--- config.mk ---
export PLATFORM = sky130hd
export DESIGN_NAME = md_stall_ctrl
export DESIGN_NICKNAME = d
export VERILOG_FILES = /design/src/rtl/md_stall_ctrl.sv
export SDC_FILE = /design/constraint.sdc
export NUM_CORES = 1
export LEC_CHECK = 0
export CORE_ASPECT_RATIO = 1.75
export CORE_MARGIN = 2
export CORE_UTILIZATION = 35
export CTS_CLUSTER_DIAMETER = 200
export DETAILED_ROUTE_END_ITERATION = 10
export PLACE_DENSITY_LB_ADDON = 0.1
export SLEW_MARGIN = 15
export SYNTH_ARGS = -nofsm -noshare
export SYNTH_HDL_FRONTEND = slang
export SYNTH_SLANG_ARGS = --single-unit
--- constraint.sdc ---
create_clock -name clk -period 3 [get_ports clk]
set_clock_uncertainty 0.1 [all_clocks]
set_input_delay 0.3 -clock clk [delete_from_list [all_inputs] [get_ports clk]]
set_output_delay 0.3 -clock clk [all_outputs]
set_load 0.01 [all_outputs]
--- src/rtl/md_stall_ctrl.sv ---
// md_stall_ctrl: hazard controller for the five-stage MIPS core.
// Resolves load-use and HI/LO-vs-MDU hazards, sequences the multi-cycle
// multiply/divide unit and counts stall cycles.
//
// Ports:
//   clk, resetn    clock, synchronous active-low reset
//   IR_D, IR_E     instructions in the D and E stages
//   use_bus_D      [1] D reads rs, [0] D reads rt
//   mem_read_E     E instruction is a load writing IR_E[20:16]
//   exc_flush      exception/eret flush this cycle (overrides all stalls)
//   stall_D        freeze PC and IF/ID
//   flush_E        bubble into ID/EX (equals stall_D)
//   md_start       one-cycle MDU start strobe
//   md_is_div      with md_start: 1 = div/divu
//   md_signed      with md_start: 1 = mult/div
//   md_busy        MDU computing
//   md_done        one-cycle pulse when HI/LO are written
//   stall_cycles   free-running count of stall_D cycles
module md_stall_ctrl #(
  parameter int unsigned MULT_CYCLES = 5,
  parameter int unsigned DIV_CYCLES  = 10
) (
  input  logic        clk,
  input  logic        resetn,
  input  logic [31:0] IR_D,
  input  logic [31:0] IR_E,
  input  logic [1:0]  use_bus_D,
  input  logic        mem_read_E,
  input  logic        exc_flush,
  output logic        stall_D,
  output logic        flush_E,
  output logic        md_start,
  output logic        md_is_div,
  output logic        md_signed,
  output logic        md_busy,
  output logic        md_done,
  output logic [31:0] stall_cycles
);

  localparam logic [5:0] OpSpecial = 6'b000000;
  localparam logic [4:0] MultCnt   = 5'(MULT_CYCLES);
  localparam logic [4:0] DivCnt    = 5'(DIV_CYCLES);

  // MDU state is implied by the busy counter.
  localparam logic [0:0] StIdle = 1'b0;
  localparam logic [0:0] StBusy = 1'b1;

  logic [4:0]  cnt_q, cnt_d;
  logic        md_done_q, md_done_d;
  logic [31:0] stall_cycles_q, stall_cycles_d;
  logic [0:0]  state;

  logic        start_cls_e;
  logic        hilo_cls_d;
  logic [4:0]  rt_e;
  logic        ld_stall;
  logic        md_stall;

  // Start class: funct 0110xx; HI/LO class adds mfhi/mthi/mflo/mtlo (0100xx).
  assign start_cls_e = (IR_E[31:26] == OpSpecial) && (IR_E[5:2] == 4'b0110);
  assign hilo_cls_d  = (IR_D[31:26] == OpSpecial) &&
                       ((IR_D[5:2] == 4'b0110) || (IR_D[5:2] == 4'b0100));

  assign rt_e     = IR_E[20:16];
  assign ld_stall = mem_read_E && (rt_e != 5'd0) &&
                    ((use_bus_D[1] && (IR_D[25:21] == rt_e)) ||
                     (use_bus_D[0] && (IR_D[20:16] == rt_e)));

  assign state   = (cnt_q != 5'd0) ? StBusy : StIdle;
  assign md_busy = (state == StBusy);

  assign md_start  = resetn & start_cls_e & ~md_busy & ~exc_flush;
  assign md_is_div = md_start & IR_E[1];
  assign md_signed = md_start & ~IR_E[0];

  assign md_stall = hilo_cls_d & (md_start | md_busy);
  assign stall_D  = resetn & (ld_stall | md_stall) & ~exc_flush;
  assign flush_E  = stall_D;

  assign md_done      = md_done_q;
  assign stall_cycles = stall_cycles_q;

  always_comb begin
    cnt_d = cnt_q;
    case (state)
      StIdle: begin
        if (md_start) begin
          cnt_d = IR_E[1] ? DivCnt : MultCnt;
        end
      end
      default: begin
        // A flush aborts the operation outright.
        cnt_d = exc_flush ? 5'd0 : cnt_q - 5'd1;
      end
    endcase
  end

  // Registered so that the pulse lands in the first idle cycle.
  assign md_done_d      = (cnt_q == 5'd1) & ~exc_flush;
  assign stall_cycles_d = stall_cycles_q + {31'd0, stall_D};

  always_ff @(posedge clk) begin
    if (!resetn) begin
      cnt_q          <= 5'd0;
      md_done_q      <= 1'b0;
      stall_cycles_q <= 32'd0;
    end else begin
      cnt_q          <= cnt_d;
      md_done_q      <= md_done_d;
      stall_cycles_q <= stall_cycles_d;
    end
  end

  // Immediate and rd fields play no part in hazard detection.
  logic unused_ir_bits;
  assign unused_ir_bits = ^{IR_D[15:6], IR_E[25:21], IR_E[15:6]};

endmodule

* Word level (Yosys, flattened, before mapping)
Cells that the tools add are included.
** Operators by class
- $add $sub $neg :: 2
- Equal/unequal tests :: 6
- Mux-type cells :: 5
- Bitwise gates (word level) :: 14
- Reductions and logical operators :: 13
** Operator list (number)
- $add A32 B1 Y32 :: 1
- $mux W5 :: 3
- $eq A4 B3 Y1 const B :: 3
- $logic_not A6 Y1 :: 2
- $eq A5 B5 Y1 :: 2
- $reduce_bool A5 Y1 :: 2
- $and A1 B1 Y1 :: 9
- $logic_and A1 B1 Y1 :: 6
- $eq A5 B1 Y1 const B :: 1
- $sub A5 B1 Y5 const B :: 1
- $mux W4 :: 1
- $not A1 Y1 :: 3
- $logic_or A1 B1 Y1 :: 2
- $or A1 B1 Y1 :: 2
- $reduce_bool A2 Y1 :: 1
- $mux W1 :: 1
** Word-level totals
- Register bits after elaboration :: 38
- Bits of input ports :: 70
- Output and inout port bits :: 39

* Longest topological paths before layout
Gate-level depths: netlist of run 1.
- Depth in word-level cells :: 11
- Depth in mapped cells :: 13

* Least setup slack after synthesis of run 1
OpenSTA, ideal clock, no wires.
- Path kind :: input-to-reg
- Start :: input port IR_E[30]
- End :: register stall_cycles_q[28], in the netlist stall_cycles[28]
- Setup time :: 0.070 ns
- Arrival :: 2.948 ns
- Required time :: 2.830 ns
- Path slack :: -0.119 ns
- Stages on the path :: 10
- Cell sequence :: or4b_1 > o31ai_2 > nand4_1 > o21ai_1 > ha_1 > ha_1 > and2_2 > nand4_4 > or4_1 > a21oi_1
** On the way
- Word-level cells in the longest chain between the ends :: 11
** Ends and longest elaborated chain
- start, declared :: line 26 : input logic [31:0] IR_E,
- $logic_not A6 Y1 :: line 60 : assign start_cls_e = (IR_E[31:26] == OpSpecial) && (IR_E[5:2] == 4'b0110);
- $logic_and A1 B1 Y1 :: line 60
- $and A1 B1 Y1 (3 in series) :: line 72 : assign md_start = resetn & start_cls_e & ~md_busy & ~exc_flush;
- $or A1 B1 Y1 :: line 76 : assign md_stall = hilo_cls_d & (md_start | md_busy);
- $and A1 B1 Y1 :: line 76
- $or A1 B1 Y1 :: line 77 : assign stall_D = resetn & (ld_stall | md_stall) & ~exc_flush;
- $and A1 B1 Y1 (2 in series) :: line 77
- via flush_E :: line 31 : output logic flush_E,
- $add A32 B1 Y32 :: line 100 : assign stall_cycles_d = stall_cycles_q + {31'd0, stall_D};
- end signal, assigned :: line 110 : stall_cycles_q <= stall_cycles_d;
- end, declared :: line 50 : logic [31:0] stall_cycles_q, stall_cycles_d;
The timed path passes the listed nets, and every way through them passes these cells.
A chain may end at the register's enable or synchronous reset.

* Worst setup path in the final report of run 1
- Start :: input port IR_E[2]
- End :: register stall_cycles_q[31], in the netlist stall_cycles[31]
** On the way
- Word-level cells in the longest chain between the ends :: 11
** Ends and longest elaborated chain (line)
- $eq A4 B3 Y1 :: 60
- $logic_and A1 B1 Y1 :: 60
- $and A1 B1 Y1 (3 in series) :: 72
- $or A1 B1 Y1 :: 76
- $and A1 B1 Y1 :: 76
- $or A1 B1 Y1 :: 77
- $and A1 B1 Y1 (2 in series) :: 77
- $add A32 B1 Y32 :: 100
Every way passes these cells.

==> results.txt, run 1 <==
----------------------------------------------------
[Worst setup path]
  Logic depth of the worst register-to-register path ... 11
  Worst path top cell family by delay ... simple AND/OR/NAND/NOR gates
  Crit Path Max Fanout ... 8
  Crit. End Element ... register
  Critical path start-end classification ... in -> reg
  Worst path arrival time ... about 3.0 ns
  Biggest cell delay along the critical path ... roughly 0.59 ns
  Critical register-to-register path startpoint ... cnt_q[0]
  Data required, critical path ... between 3 and 4 ns
  Worst R2R End ... stall_cycles[31]
  Worst path slowest cell ... sky130_fd_sc_hd__or4_4
  Launch point of the critical path ... IR_E[2]
  Chain of cells forming the critical path ... clkdlybuf4s50_1, or4b_4, o31ai_4, nand4_1, o21ai_2, ha_2, and3_4, nand4_4, or4_4, a21oi_2
  Critical Path Source Type ... primary input
  Critical path buffer and inverter count ... 1
  Setup slack of the worst register-to-register path ... between 0.3 and 0.4 ns

[Synthesis]
  Cell Area, Synth ... about 2000 sq um
  Cell type with the highest aggregate area in the netlist ... sky130_fd_sc_hd__dfxtp_1
  Most used standard cells in the synthesized netlist ... 38 x sky130_fd_sc_hd__dfxtp_1, 23 x sky130_fd_sc_hd__a21oi_1, 20 x sky130_fd_sc_hd__xor2_1, 19 x sky130_fd_sc_hd__nor2_1, 13 x sky130_fd_sc_hd__o21ai_0
  Main area contributors after synthesis ... sky130_fd_sc_hd__dfxtp_1 37%, sky130_fd_sc_hd__xor2_1 8.6%, sky130_fd_sc_hd__a21oi_1 5.7%
  Number of synthesized flops with an enable pin ... 0
  Synthesized area per cell ... ~8.8 sq um
  Number of register bits inferred by synthesis ... 38
  Synth Flop Type ... sky130_fd_sc_hd__dfxtp_1
  Most frequent cell after synthesis ... sky130_fd_sc_hd__dfxtp_1
  Count of mapped cells out of synthesis ... about 230
  Post-synthesis async set-or-reset flop share ... 0
  Synthesized netlist net count ... approximately 310
  Sequential element share of the synthesized area ... 0.3744
  Fraction of synthesized cell area taken by the top area cell type ... 0.3744
  Ys Warns ... 0
  Number of distinct standard cells referenced by the synthesized netlist ... 39

[Clocking]
  Clock buffer depth ... 2
  TritonCTS sink count ... 38
  Clock tree root buffer cell ... sky130_fd_sc_hd__clkbuf_8
  Register clock-pin slew on the reported worst setup and hold paths ... roughly 0.070 ns
  Level count of the clock H-tree ... 2
  Later-pin clock latency in the skew report ... 0.28 ns
  Clock tree from TritonCTS ... yes
  Number of buffers inserted during clock tree synthesis ... 5

[Finish]
  Number of nets in the final layout ... 410
  Area growth, synth to finish ... 60.22%
  Fraction of layout instances using a drive strength above 1 ... 0.1637
  # fillers ... 546
  Antenna diode instance count ... 0

[Routing]
  DRC errors left ... 0
  Post-route ant nets ... 0
  Via-per-instance ratio ... just over 5
  Via total after detailed routing ... between 2000 and 2500
  DR iter-0 viols ... 92
  Final routed wire length divided by cell count ... between 10 and 15 um
  Routed wire length ... between 5 and 6 mm
  1st-pass router iterations ... 4

[Placed design]
  Worst slack after detailed placement ... -0.3567 ns
  HPWL after detailed placement ... ~4.0 mm
  Routability congestion estimate ... between 0.7 and 0.8
  Number of I/O port buffers ... 80

[STA]
  Final sum of negative setup slack ... 0 ns
  Post-layout min period ... 2.894 ns
  Fin. max-slew vios ... 0
  Worst path setup slack after routing ... 0.1057 ns
  Share of the cycle needed by the critical path after routing ... 0.9648
  Final hold violation count ... 0
  Measured slew at the worst slew-check pin ... between 0.4 and 0.5 ns
  Worst hold-check slack ... between 0.2 and 0.3 ns
  Final setup violation count ... 0
  Setup repair after global routing missed its margin ... false
  Fmax ... between 0.3 and 0.4 GHz
  Worst rel slew slack ... 0.6894

[Hold path]
  Worst hold start ... resetn
  Instance count along the most critical hold path ... 3
  Hold Path End ... stall_cycles[1]
  Class of the tightest hold or removal check ... in -> reg

[Floorplan]
  Site Rows ... 36
  Area of the core region ... ~5600 sq um
  Height of the die ... between 100 and 150 um
  Top-level I/O count ... 109
  Starting density of the core ... 0.3638
  Area enclosed by the die boundary ... 6455 sq um
  Horiz. Die Dim ... approximately 60 um

[GRT]
  First-pass GRT wire length ... approximately 8.7 mm
  Via count of the first global-routing pass ... roughly 2000
  Overall global routing resource usage ... 0.1721
  Antenna violations before repair ... 0
  Remaining global-route overflow ... 0
  Largest net degree at the start of global routing ... 31

[Power and ir drop]
  Final Total Pwr ... 1.391 mW
  Leakage power ... around 1.2 nW
  Cell Pwr Density ... about 430 nW/um^2
  Maximum vdd ir drop ... between 0.3 and 0.4 mV

[Run]
  Max-cap violations ... 0

[Run status]
  Status ... finished, final reports clean

----------------------------------------------------
[layer usage]
metal  part of all wire  global-route usage  vias up
met5                  0                   0        -
met4              0.019             0.05927        0
met1               0.37              0.1808      955
met2               0.55              0.3143       77
met3              0.060             0.03837        7
li1                   -                   -     1056
[logic make-up (layout without fill, tap and decap cells)]
group	count (synthesis)	after routing	synth area share
AOI/OAI and AO/OA	48	48	0.1349
xor gates and xnor gates	25	25	0.1078
adders and majority gates	5	5	0.03079
buffers and inverters	16	121	0.04495
DFF	38	38	0.3744
and+or+nand+nor	99	99	0.3073
[layout by cell type, fill, tap and decap left out, types with 2 or more instances in the layout]
| cell type | instances |
|---|---|
| sky130_fd_sc_hd__a21oi_1 | 20 |
| sky130_fd_sc_hd__a21oi_2 | 3 |
| sky130_fd_sc_hd__and2_1 | 3 |
| sky130_fd_sc_hd__and3_1 | 4 |
| sky130_fd_sc_hd__and4_1 | 3 |
| sky130_fd_sc_hd__buf_2 | 2 |
| sky130_fd_sc_hd__buf_4 | 22 |
| sky130_fd_sc_hd__buf_6 | 2 |
| sky130_fd_sc_hd__clkbuf_8 | 8 |
| sky130_fd_sc_hd__clkdlybuf4s50_1 | 73 |
| sky130_fd_sc_hd__dfxtp_1 | 38 |
| sky130_fd_sc_hd__dlymetal6s2s_1 | 7 |
| sky130_fd_sc_hd__ha_1 | 3 |
| sky130_fd_sc_hd__inv_1 | 7 |
| sky130_fd_sc_hd__nand2_1 | 11 |
| sky130_fd_sc_hd__nand3_1 | 11 |
| sky130_fd_sc_hd__nand4_1 | 8 |
| sky130_fd_sc_hd__nand4_4 | 3 |
| sky130_fd_sc_hd__nor2_1 | 19 |
| sky130_fd_sc_hd__nor3_1 | 4 |
| sky130_fd_sc_hd__nor4_1 | 3 |
| sky130_fd_sc_hd__o21ai_0 | 12 |
| sky130_fd_sc_hd__o31ai_1 | 7 |
| sky130_fd_sc_hd__or3_1 | 10 |
| sky130_fd_sc_hd__or4_1 | 6 |
| sky130_fd_sc_hd__or4_4 | 3 |
| sky130_fd_sc_hd__xnor2_1 | 5 |
| sky130_fd_sc_hd__xor2_1 | 20 |
[final cells by class]
class | instances | area, sq um | area share
multi-input combinational | 177 | 1247 | 0.3832
timing repair buffer | 106 | 1016 | 0.3121
sequential | 38 | 760.7 | 0.2337
clock buffer | 8 | 110.1 | 0.03382
tap | 76 | 95.09 | 0.02921
inverter | 7 | 26.28 | 0.008071
[sequential cells by signal (all words and copies together) (netlist names)]
register,flops
cnt_q,5
stall_cycles,32
md_done,1
[report_power, final]
group | switching, mW | leakage (nW) | internal [mW]
Sequential | 0.0261 | 0.307 | 0.533
Combinational | 0.196 | 0.882 | 0.225
Clock | 0.179 | 0.0575 | 0.232
Total | 0.401 | 1.25 | 0.989
[worst reg2reg max path: cells and delay by family, from the launching register on]
family / cells / cell delay, ns
buffers and inverters: 1 / 0.10
AND/OR/NAND/NOR: 5 / 1.30
flip-flops: 1 / 0.39
AO/OA/AOI/OAI: 3 / 0.29
adder cells (fa/ha/maj): 2 / 0.42
[worst max path at each step]
stage	end	slack [ns]	depth (start not counted)
2_1_floorplan	stall_cycles[28]	0.02	10
3_3_place_gp	stall_cycles[18]	-0.31	12
3_5_place_dp	stall_cycles[22]	-0.36	12
4_1_cts	stall_cycles[22]	0.01	12
5_1_grt	stall_cycles[31]	0.01	10
6_report	stall_cycles[31]	0.11	10
[timing repair]
| item | 4_1_cts | 5_1_grt |
|---|---|---|
| setup endpoints to repair | 12 | 17 |
| pin swaps | 4 | 15 |
| buffers inserted | 2 | 4 |
| hold buffers | 0 | 0 |
| cloned | 1 | 1 |
| resized for setup | 5 | 19 |
[metrics by stage]
stage | instances | instance area (sq um) | utilization
2_1_floorplan | 231 | 2044 | -
3_3_place_gp | 396 | 3010 | 0.5390
3_5_place_dp | 396 | 3010 | 0.5390
4_1_cts | 407 | 3156 | 0.5650
5_1_grt | 412 | 3256 | 0.5829
6_report | 412 | 3256 | 0.5829
No activity file was read; power rests on OpenSTA's default activity.
==> inputs of run 2 (changes only) <==
--- a/config.mk
+++ b/config.mk
@@ -5,7 +5,7 @@
 export SDC_FILE = /design/constraint.sdc
 export NUM_CORES = 1
 export LEC_CHECK = 0
-export CORE_ASPECT_RATIO = 1.75
+export CORE_ASPECT_RATIO = 1.1
 export CORE_MARGIN = 2
 export CORE_UTILIZATION = 35
 export CTS_CLUSTER_DIAMETER = 200
==> results.txt, run 2 (synthesis gave the netlist of run 1 again) <==
----------------------------------------------------
[STA]
  Worst path setup slack after routing ... 0.06404 ns (-0.04166 ns)
  Final hold violation count ... 0 (unchanged)
  Measured slew at the worst slew-check pin ... 0.4551 ns (-0.01078 ns)
  Post-layout min period ... 2.936 ns (+0.04166 ns)
  Share of the cycle needed by the critical path after routing ... 0.9787 (+0.01389)
  Final setup violation count ... 0 (unchanged)
  Fin. max-slew vios ... 0 (unchanged)
  Worst rel slew slack ... 0.6966 (+0.007188)
  Fmax ... 0.3406 GHz (-1.4%)

[Finish]
  Fraction of layout instances using a drive strength above 1 ... 0.1657 (+0.001972)
  Flip-flop count of the largest register, all copies and words added ... 32 (unchanged)
  Commonest cells after routing, fill and taps aside ... 78 x sky130_fd_sc_hd__clkdlybuf4s50_1, 38 x sky130_fd_sc_hd__dfxtp_1, 20 x sky130_fd_sc_hd__xor2_1
  Area growth, synth to finish ... 58.74%
  Most frequent standard cell in the layout excluding fill and tap cells ... sky130_fd_sc_hd__clkdlybuf4s50_1
  Antenna diode instance count ... 0 (unchanged)
  # fillers ... 522 (-4.4%)
  Number of nets in the final layout ... 406 (-0.98%)

[Power and ir drop]
  Cell Pwr Density ... 416.5 nW/um^2 (-2.5%)
  Final Total Pwr ... 1.343 mW (-3.4%)
  Maximum vdd ir drop ... 0.1896 mV (-43%)
  Leakage power ... 1.176 nW (-5.6%)

[Routing]
  Routed wire length ... 4.967 mm (-6.8%)
  DR iter-0 viols ... 36 (-61%)
  DRC errors left ... 0 (unchanged)
  Post-route ant nets ... 0 (unchanged)
  1st-pass router iterations ... 4 (unchanged)
  Via-per-instance ratio ... 4.985 (-2.0%)
  Final routed wire length divided by cell count ... 12.14 um (-6.2%)
  Via total after detailed routing ... 2039 (-2.7%)

[Clocking]
  Clock tree from TritonCTS ... yes
  Register clock-pin slew on the reported worst setup and hold paths ... 0.07 ns (about the same)
  TritonCTS sink count ... 38 (unchanged)
  Clock tree root buffer cell ... sky130_fd_sc_hd__clkbuf_8
  Clock buffer depth ... 2 (unchanged)
  Level count of the clock H-tree ... 2 (unchanged)
  Number of buffers inserted during clock tree synthesis ... 5 (unchanged)
  Later-pin clock latency in the skew report ... 0.29 ns (about the same)
  Hold_buf cts ... 0 (unchanged)

[Run status]
  Status ... finished, final reports clean

[Floorplan]
  Horiz. Die Dim ... 76.65 um (+24%)
  Area of the core region ... 5697 sq um (+2.0%)
  Starting density of the core ... 0.3567 (-0.007111)
  Height of the die ... 83.92 um (-20%)
  Top-level I/O count ... 109 (unchanged)
  Area enclosed by the die boundary ... 6432 sq um (-0.35%)
  Site Rows ... 29 (-19%)

[GRT]
  Largest net degree at the start of global routing ... 31 (unchanged)
  Via count of the first global-routing pass ... 1938 (-2.9%)
  First-pass GRT wire length ... 8.252 mm (-4.9%)
  Antenna violations before repair ... 0 (unchanged)
  Remaining global-route overflow ... 0 (unchanged)
  Overall global routing resource usage ... 0.1558 (-0.01626)

[Worst setup path]
  Worst path top cell family by delay ... buffers and inverters
  Worst path slowest cell ... sky130_fd_sc_hd__or4bb_4
  Biggest cell delay along the critical path ... 0.54 ns (-0.05 ns)
  Critical path start-end classification ... in -> out
  Worst path arrival time ... 2.54 ns (-0.48 ns)
  Critical Path Source Type ... primary input
  Chain of cells forming the critical path ... clkdlybuf4s50_1, or4bb_4, o31ai_4, nand4_1, o21ai_2, buf_4, buf_4, clkdlybuf4s50_1
  Data required, critical path ... 2.60 ns (-0.52 ns)
  Critical path buffer and inverter count ... 4 (+3)
  Crit Path Max Fanout ... 2 (-6)
  Crit. End Element ... output pin

[Placed design]
  Routability congestion estimate ... 0.7815 (+2.4%)
  HPWL after detailed placement ... 3.662 mm (-8.6%)
  Number of I/O port buffers ... 80 (unchanged)
  Worst slack after detailed placement ... -0.3689 ns (-0.01218 ns)

[Hold path]
  Class of the tightest hold or removal check ... in -> reg

[Run]
  Max-cap violations ... 0 (unchanged)

----------------------------------------------------
## run 2: metal layers
layer / wire [um] / up-vias / track usage
met3: 405 / 5 / 0.05519
met4: 56 / 0 / 0.05455
met2: 2268 / 73 / 0.2655
met1: 2237 / 915 / 0.1804
li1: - / 1046 / -
met5: 0 / - / 0
## run 2: through the flow
stage | hold WS, ns | TNS, ns | utilization | instances | instance area (sq um)
4_1_cts | 0.3809 | 0 | 0.5491 | 406 | 3128
3_3_place_gp | 0.3589 | -5.431 | 0.5287 | 397 | 3012
5_1_grt | 0.3110 | -0.001298 | 0.5662 | 409 | 3226
3_5_place_dp | 0.3697 | -5.755 | 0.5287 | 397 | 3012
6_report | 0.2906 | 0 | 0.5662 | 409 | 3226
2_1_floorplan | 0.3217 | 0 | - | 231 | 2044
## run 2: worst paths after layout
| path | from | end | slack, ns | cells past startpoint |
|---|---|---|---|---|
| worst max-delay path | IR_E[27] | flush_E | 0.06 | 8 |
| worst min-delay path | resetn | stall_cycles[1] | 0.29 | 3 |
| worst max register to register | cnt_q[0] | stall_cycles[20] | 0.39 | 13 |
| worst min register to register | stall_cycles[31] | stall_cycles[31] | 0.38 | 2 |
## run 2: report_power, final
group | leakage (nW) | switching, mW | internal, mW
Combinational | 0.822 | 0.189 | 0.225
Clock | 0.0472 | 0.184 | 0.185
Sequential | 0.307 | 0.0288 | 0.533
Total | 1.18 | 0.401 | 0.942
## run 2: cell type report
class / instances / area [sq um] / share of cell area
clock inverters: 2 / 12.51 / 0.003879
flip-flops and latches: 38 / 760.7 / 0.2358
repair buffers: 102 / 973.4 / 0.3018
well taps: 77 / 96.34 / 0.02987
clock buffers: 6 / 82.58 / 0.02560
inverters: 7 / 26.28 / 0.008146
multi-input cells: 177 / 1274 / 0.3949
## run 2: worst register-to-register path, delay by kind of cell, from the launching register on
family	cells	cell delay [ns]
AO/OA/AOI/OAI	3	0.33
adder cells (fa/ha/maj)	3	0.50
flip-flops	1	0.40
AND/OR/NAND/NOR	5	0.93
buffers and inverters	2	0.29
## run 2: repair_timing
item / 4_1_cts / 5_1_grt
gates resized for setup: 4 / 19
gates cloned: 0 / 1
endpoints found under the setup margin: 11 / 17
setup buffers: 1 / 2
pin swaps: 2 / 11
